## config.mk

```make
export PLATFORM = sky130hd
export DESIGN_NAME = binary_game_core
export DESIGN_NICKNAME = d
export VERILOG_FILES = /design/src/rtl/binary_game_core.sv
export SDC_FILE = /design/constraint.sdc
export NUM_CORES = 1
export LEC_CHECK = 0
export ABC_AREA = 1
export ABC_CLOCK_PERIOD_IN_PS = 2550
export CAP_MARGIN = 20
export CORE_ASPECT_RATIO = 0.8
export CORE_MARGIN = 2
export CORE_UTILIZATION = 50
export DETAILED_ROUTE_END_ITERATION = 10
export GPL_ROUTABILITY_DRIVEN = 0
export PLACE_DENSITY = 0.68
export REMOVE_ABC_BUFFERS = 1
export SYNTH_ARGS = -nofsm -noshare
export SYNTH_HDL_FRONTEND = slang
export SYNTH_SLANG_ARGS = --single-unit
```

## constraint.sdc

```tcl
create_clock -name clk -period 2.55 [get_ports clk]
set_input_delay 0.51 -clock clk [delete_from_list [all_inputs] [get_ports clk]]
set_output_delay 0.51 -clock clk [all_outputs]
set_load 0.05 [all_outputs]
```

## src/rtl/binary_game_core.sv

```systemverilog
// Binary-number guessing game core: state machine, per-level countdown timer,
// LFSR target generator and guess comparator in one clocked block.
module binary_game_core #(
  parameter int WIDTH    = 4,
  parameter int LEVELS   = 8,
  parameter int TICK_DIV = 50_000_000,
  parameter int T_START  = 20,
  parameter int T_STEP   = 2,
  parameter int T_MIN    = 4,
  parameter int LIVES    = 3
) (
  input  logic             clk,
  input  logic             rst_n,
  input  logic             start_i,
  input  logic             guess_i,
  input  logic [WIDTH-1:0] switch_i,
  output logic [1:0]       state_o,
  output logic [WIDTH-1:0] target_o,
  output logic [4:0]       timeleft_o,
  output logic [7:0]       level_o,
  output logic [7:0]       score_o,
  output logic [2:0]       lives_o,
  output logic             round_p_o
);

  localparam int PW = $clog2(TICK_DIV);

  typedef enum logic [1:0] {
    S_IDLE = 2'b00,
    S_PLAY = 2'b01,
    S_WIN  = 2'b10,
    S_LOSE = 2'b11
  } state_t;

  state_t           state_q, state_d;
  logic [15:0]      lfsr_q, lfsr_d;
  logic [PW-1:0]    pres_q, pres_d;
  logic [WIDTH-1:0] target_q, target_d;
  logic [4:0]       timeleft_q, timeleft_d;
  logic [7:0]       level_q, level_d;
  logic [7:0]       score_q, score_d;
  logic [2:0]       lives_q, lives_d;
  logic             round_p_q, round_p_d;
  logic             tick;
  logic             new_round;

  // Time limit for a level; the subtraction is compared before it is done so
  // deep levels clamp at T_MIN instead of wrapping.
  function automatic logic [4:0] t_limit(input logic [7:0] lvl);
    int dec;
    int lim;
    dec = (int'(lvl) - 1) * T_STEP;
    if (dec >= T_START - T_MIN) lim = T_MIN;
    else                        lim = T_START - dec;
    return lim[4:0];
  endfunction

  assign tick = (state_q == S_PLAY) && (pres_q == PW'(TICK_DIV - 1));

  always_comb begin
    state_d    = state_q;
    lfsr_d     = {lfsr_q[0] ^ lfsr_q[2] ^ lfsr_q[3] ^ lfsr_q[5], lfsr_q[15:1]};
    pres_d     = '0;
    target_d   = target_q;
    timeleft_d = timeleft_q;
    level_d    = level_q;
    score_d    = score_q;
    lives_d    = lives_q;
    round_p_d  = 1'b0;
    new_round  = 1'b0;

    case (state_q)
      S_PLAY: begin
        pres_d = tick ? '0 : pres_q + PW'(1);
        // A guess takes priority; a tick landing on the same cycle is dropped.
        if (guess_i) begin
          if (switch_i == target_q) begin
            if (score_q != 8'hFF) score_d = score_q + 8'd1;
            if (level_q == 8'(LEVELS)) begin
              state_d = S_WIN;
            end else begin
              level_d    = level_q + 8'd1;
              timeleft_d = t_limit(level_q + 8'd1);
              new_round  = 1'b1;
            end
          end else begin
            lives_d = lives_q - 3'd1;
            if (lives_q == 3'd1) state_d = S_LOSE;
          end
        end else if (tick) begin
          if (timeleft_q <= 5'd1) begin
            lives_d = lives_q - 3'd1;
            if (lives_q == 3'd1) begin
              state_d    = S_LOSE;
              timeleft_d = 5'd0;
            end else begin
              timeleft_d = t_limit(level_q);
              new_round  = 1'b1;
            end
          end else begin
            timeleft_d = timeleft_q - 5'd1;
          end
        end
      end
      default: begin
        if (start_i) begin
          state_d    = S_PLAY;
          level_d    = 8'd1;
          score_d    = 8'd0;
          lives_d    = 3'(LIVES);
          timeleft_d = t_limit(8'd1);
          new_round  = 1'b1;
        end
      end
    endcase

    if (new_round) begin
      target_d  = lfsr_q[WIDTH-1:0];
      pres_d    = '0;
      round_p_d = 1'b1;
    end
  end

  always_ff @(posedge clk or negedge rst_n) begin
    if (!rst_n) begin
      state_q    <= S_IDLE;
      lfsr_q     <= 16'hACE1;
      pres_q     <= '0;
      target_q   <= '0;
      timeleft_q <= '0;
      level_q    <= '0;
      score_q    <= '0;
      lives_q    <= '0;
      round_p_q  <= 1'b0;
    end else begin
      state_q    <= state_d;
      lfsr_q     <= lfsr_d;
      pres_q     <= pres_d;
      target_q   <= target_d;
      timeleft_q <= timeleft_d;
      level_q    <= level_d;
      score_q    <= score_d;
      lives_q    <= lives_d;
      round_p_q  <= round_p_d;
    end
  end

  assign state_o    = state_q;
  assign target_o   = target_q;
  assign timeleft_o = timeleft_q;
  assign level_o    = level_q;
  assign score_o    = score_q;
  assign lives_o    = lives_q;
  assign round_p_o  = round_p_q;

endmodule

```

==> impl_metrics.toml <==
[clock_network]
post-cts-setup-buffers = 0
cts_tree = "built"
clock_latency_ns = 0.35
post_cts_resized = 0
cts_root_buf = "clkbuf_8"
cts_buffer_depth = 2
htree_levels = 3
numClockSinks = 73
cts-hold-fix-buffers = 0
cts_buffers = 9
clk_pin_slew_ns = 0.09

[timing]
relSlewSlack_pct = 40.36
timing.final.ws_setup_ns = 0.1824
skew_ns = 0.009012
setup_viol = 0
fmax_ghz = 0.4224
maxSlewViolCount = 0
rsz0062_at_grt = "no"
finalCriticalPeriod_ns = 2.368
holdWs_ns = 0.2705
final-hold-violation-count = 0
worst_pin_slew_ns = 0.8946
setup_tns_ns = 0
timing.final.crit_share_pct = 92.85

[synthesis]
syn_inst = 554
synth_edf_count = 0
synthAdderAreaFrac_pct = 2.949
synth_mux_area_share_pct = 0
synthXorXnorAreaFrac_pct = 7.019
yosysWarnings = 0
synth-seq-cells = 73
yosysUniqueCellTypes = 35
synth-main-ff-cell = "dfrtp_1"
synth_top_family_by_area = "simple AND/OR/NAND/NOR gates"
synthSimpleGateAreaFrac_pct = 34.30
ys_seq_area_share_pct = 43.29
avgSynthCellArea_um2 = 7.659
synth-async-reset-ratio_pct = 100.0
synth_compound_area_share_pct = 4.748
synth.cell_area_um2 = 4243

[power_and_ir_drop]
ir_drop_v = 0.0006532
p_int_mw = 2.393
power_density_nw_per_um2 = 891.7
power_switching_mw = 2.030
total_power_mw = 4.423
clock_power_share_pct = 21.9
power.share.switching_pct = 45.90
pwr-share-seq_pct = 32.4
comb_power_share_pct = 45.7
leakage_nw = 2.317

[cells_and_area]
area_growth_pct = 16.90
fill_cells = 765
fin_util_pct = 59.25
mostFrequentLayoutCells = "nand2_1 (145), nor2_1 (75), dfrtp_1 (65), inv_1 (63), nand3_1 (46)"
final_cell_area_um2 = 4960
drive_above_1_share_pct = 11.02
diodes = 0
final_cells = 720
final_common_cell = "nand2_1"
final_nets = 621

[critical_path]
worstPathCellList = "clkdlybuf4s50_1"
cpLargestDelayFamily = "buffers and inverters"
startpoint_type = "flop"
critPathBufInv = 1
r2r_slack_ns = 0.41
worstSetupPathType = "reg2out"
r2r_end = "timeleft_o[1]"
required_ns = 2.04
critPathMaxFanout = 14
cp_slowest_cell = "clkdlybuf4s50_1"
cp_data_arrival_time_ns = 1.86
worst_r2r_startpoint = "level_o[0]"
worstRegToRegCells = 13
cpPeakStageDelay_ns = 0.89
crit_path_end_kind = "output pin"

[placed_design]
hpwl_um = 7040
dp_slack_ns = 0.3909
dp.cells = 704
place_area_um2 = 4750
portBuffers = 38

[drt]
drt-pass1-iter-count = 5
final_antenna_net_count = 0
drc = 0
drt_iter0_drc = 276
viasPerCell = 5.169
vias = 3722
wirelength_um = 9655
wl_per_cell_um = 13.41

[floorplanning]
die_area_um2 = 9243
dieWidth_um = 107.0
row_count = 30
initial_core_util_pct = 50.69
die_h_um = 86.39
io_pins = 39
core-area_um2 = 8371

[global_route]
grt_pass1_vias = 3551
grt_util_met3_pct = 6.165
grt_overflow = 0
grt_use_met1_pct = 33.48
gr-usage-all-layers_pct = 22.89
grt_pass1_wl_um = 16680
top_usage_layer = "met2"
gr-usage-met2_pct = 34.22
grt_max_degree = 74
antenna_found_initial = 0

[min_path]
hp-class = "in2async"

[job]
max-cap-violations = 0

[run_status]
status = "finished, final reports clean"
## synth_stat cells (2+ instances only)
master,count,area share (%)
dfrtp_1,65,38
nor2_2,12,1.8
nor4_1,3,0.44
nand4_1,16,2.4
o22ai_1,7,1.0
nor2_1,75,6.6
o21ai_2,3,0.62
a21oi_1,7,0.83
inv_1,63,5.6
nand2_1,145,13
buf_6,4,1.1
o21ai_0,15,1.8
nand3_1,46,5.4
ha_1,10,2.9
inv_2,7,0.62
or2_2,2,0.29
nand2_2,4,0.59
nor3_1,13,1.5
xnor2_1,10,2.1
buf_4,2,0.35
dfstp_2,8,5.0
xor2_1,24,5.0
## cell type report
cell class / count / area, µm² / share of cell area (%)
Multi-Input combinational cell: 404 / 2079 / 41.93
Sequential cell: 73 / 1837 / 37.03
Timing Repair Buffer: 45 / 430.4 / 8.678
Inverter: 70 / 262.8 / 5.298
Tap cell: 112 / 140.1 / 2.825
Clock buffer: 9 / 123.9 / 2.497
Clock inverter: 7 / 86.33 / 1.741
## layer usage
layer | up-vias | part of all wire (%)
li1 | 1857 | -
met1 | 1742 | 49
met2 | 112 | 44
met3 | 11 | 5.9
met4 | 0 | 1.1
met5 | - | 0
## worst max path at each step
stage	start	to	slack [ns]	depth (start not counted)
final	level_o[2]	level_o[2]	0.18	1
after floorplan	level_o[0]	timeleft_o[2]	0.29	14
after detailed placement	switch_i[0]	pres_q[19]	0.39	9
after CTS	level_o[2]	level_o[2]	0.19	1
after global routing	level_o[2]	level_o[2]	0.09	1
after global placement	switch_i[0]	pres_q[18]	0.41	9
## worst reg2reg max path: cells and delay by family (launching register included)
kind | cells | cell delay, ns
adder cells (fa/ha/maj) | 1 | 0.37
buffers and inverters | 3 | 0.28
flip-flops | 1 | 0.51
AND/OR/NAND/NOR | 9 | 0.91
## power by group through the flow
| stage | clock network, mW | registers (mW) | logic (mW) |
|---|---|---|---|
| 2_1_floorplan | 0 | 1.81 | 1.03 |
| 3_3_place_gp | 0 | 1.45 | 2.00 |
| 3_5_place_dp | 0 | 1.46 | 2.01 |
| 4_1_cts | 0.996 | 1.44 | 2.02 |
| 5_1_grt | 1.04 | 1.46 | 2.23 |
| 6_report | 0.969 | 1.43 | 2.02 |
## logic make-up (layout without fill, tap and decap cells)
family	count (synthesis)	count (layout)
AOI/OAI and AO/OA	35	35
and+or+nand+nor	325	325
buffers and inverters	77	131
adders and majority gates	10	10
DFF	73	73
xor gates and xnor gates	34	34
## flip-flops by register name (all words and copies together) (netlist names)
signal,flops
lfsr_q,16
target_o,4
level_o,8
pres_q,26
timeleft_o,5
round_p_o,1
state_o,2
lives_o,3
score_o,8
Power figures use the tool's default switching activity.
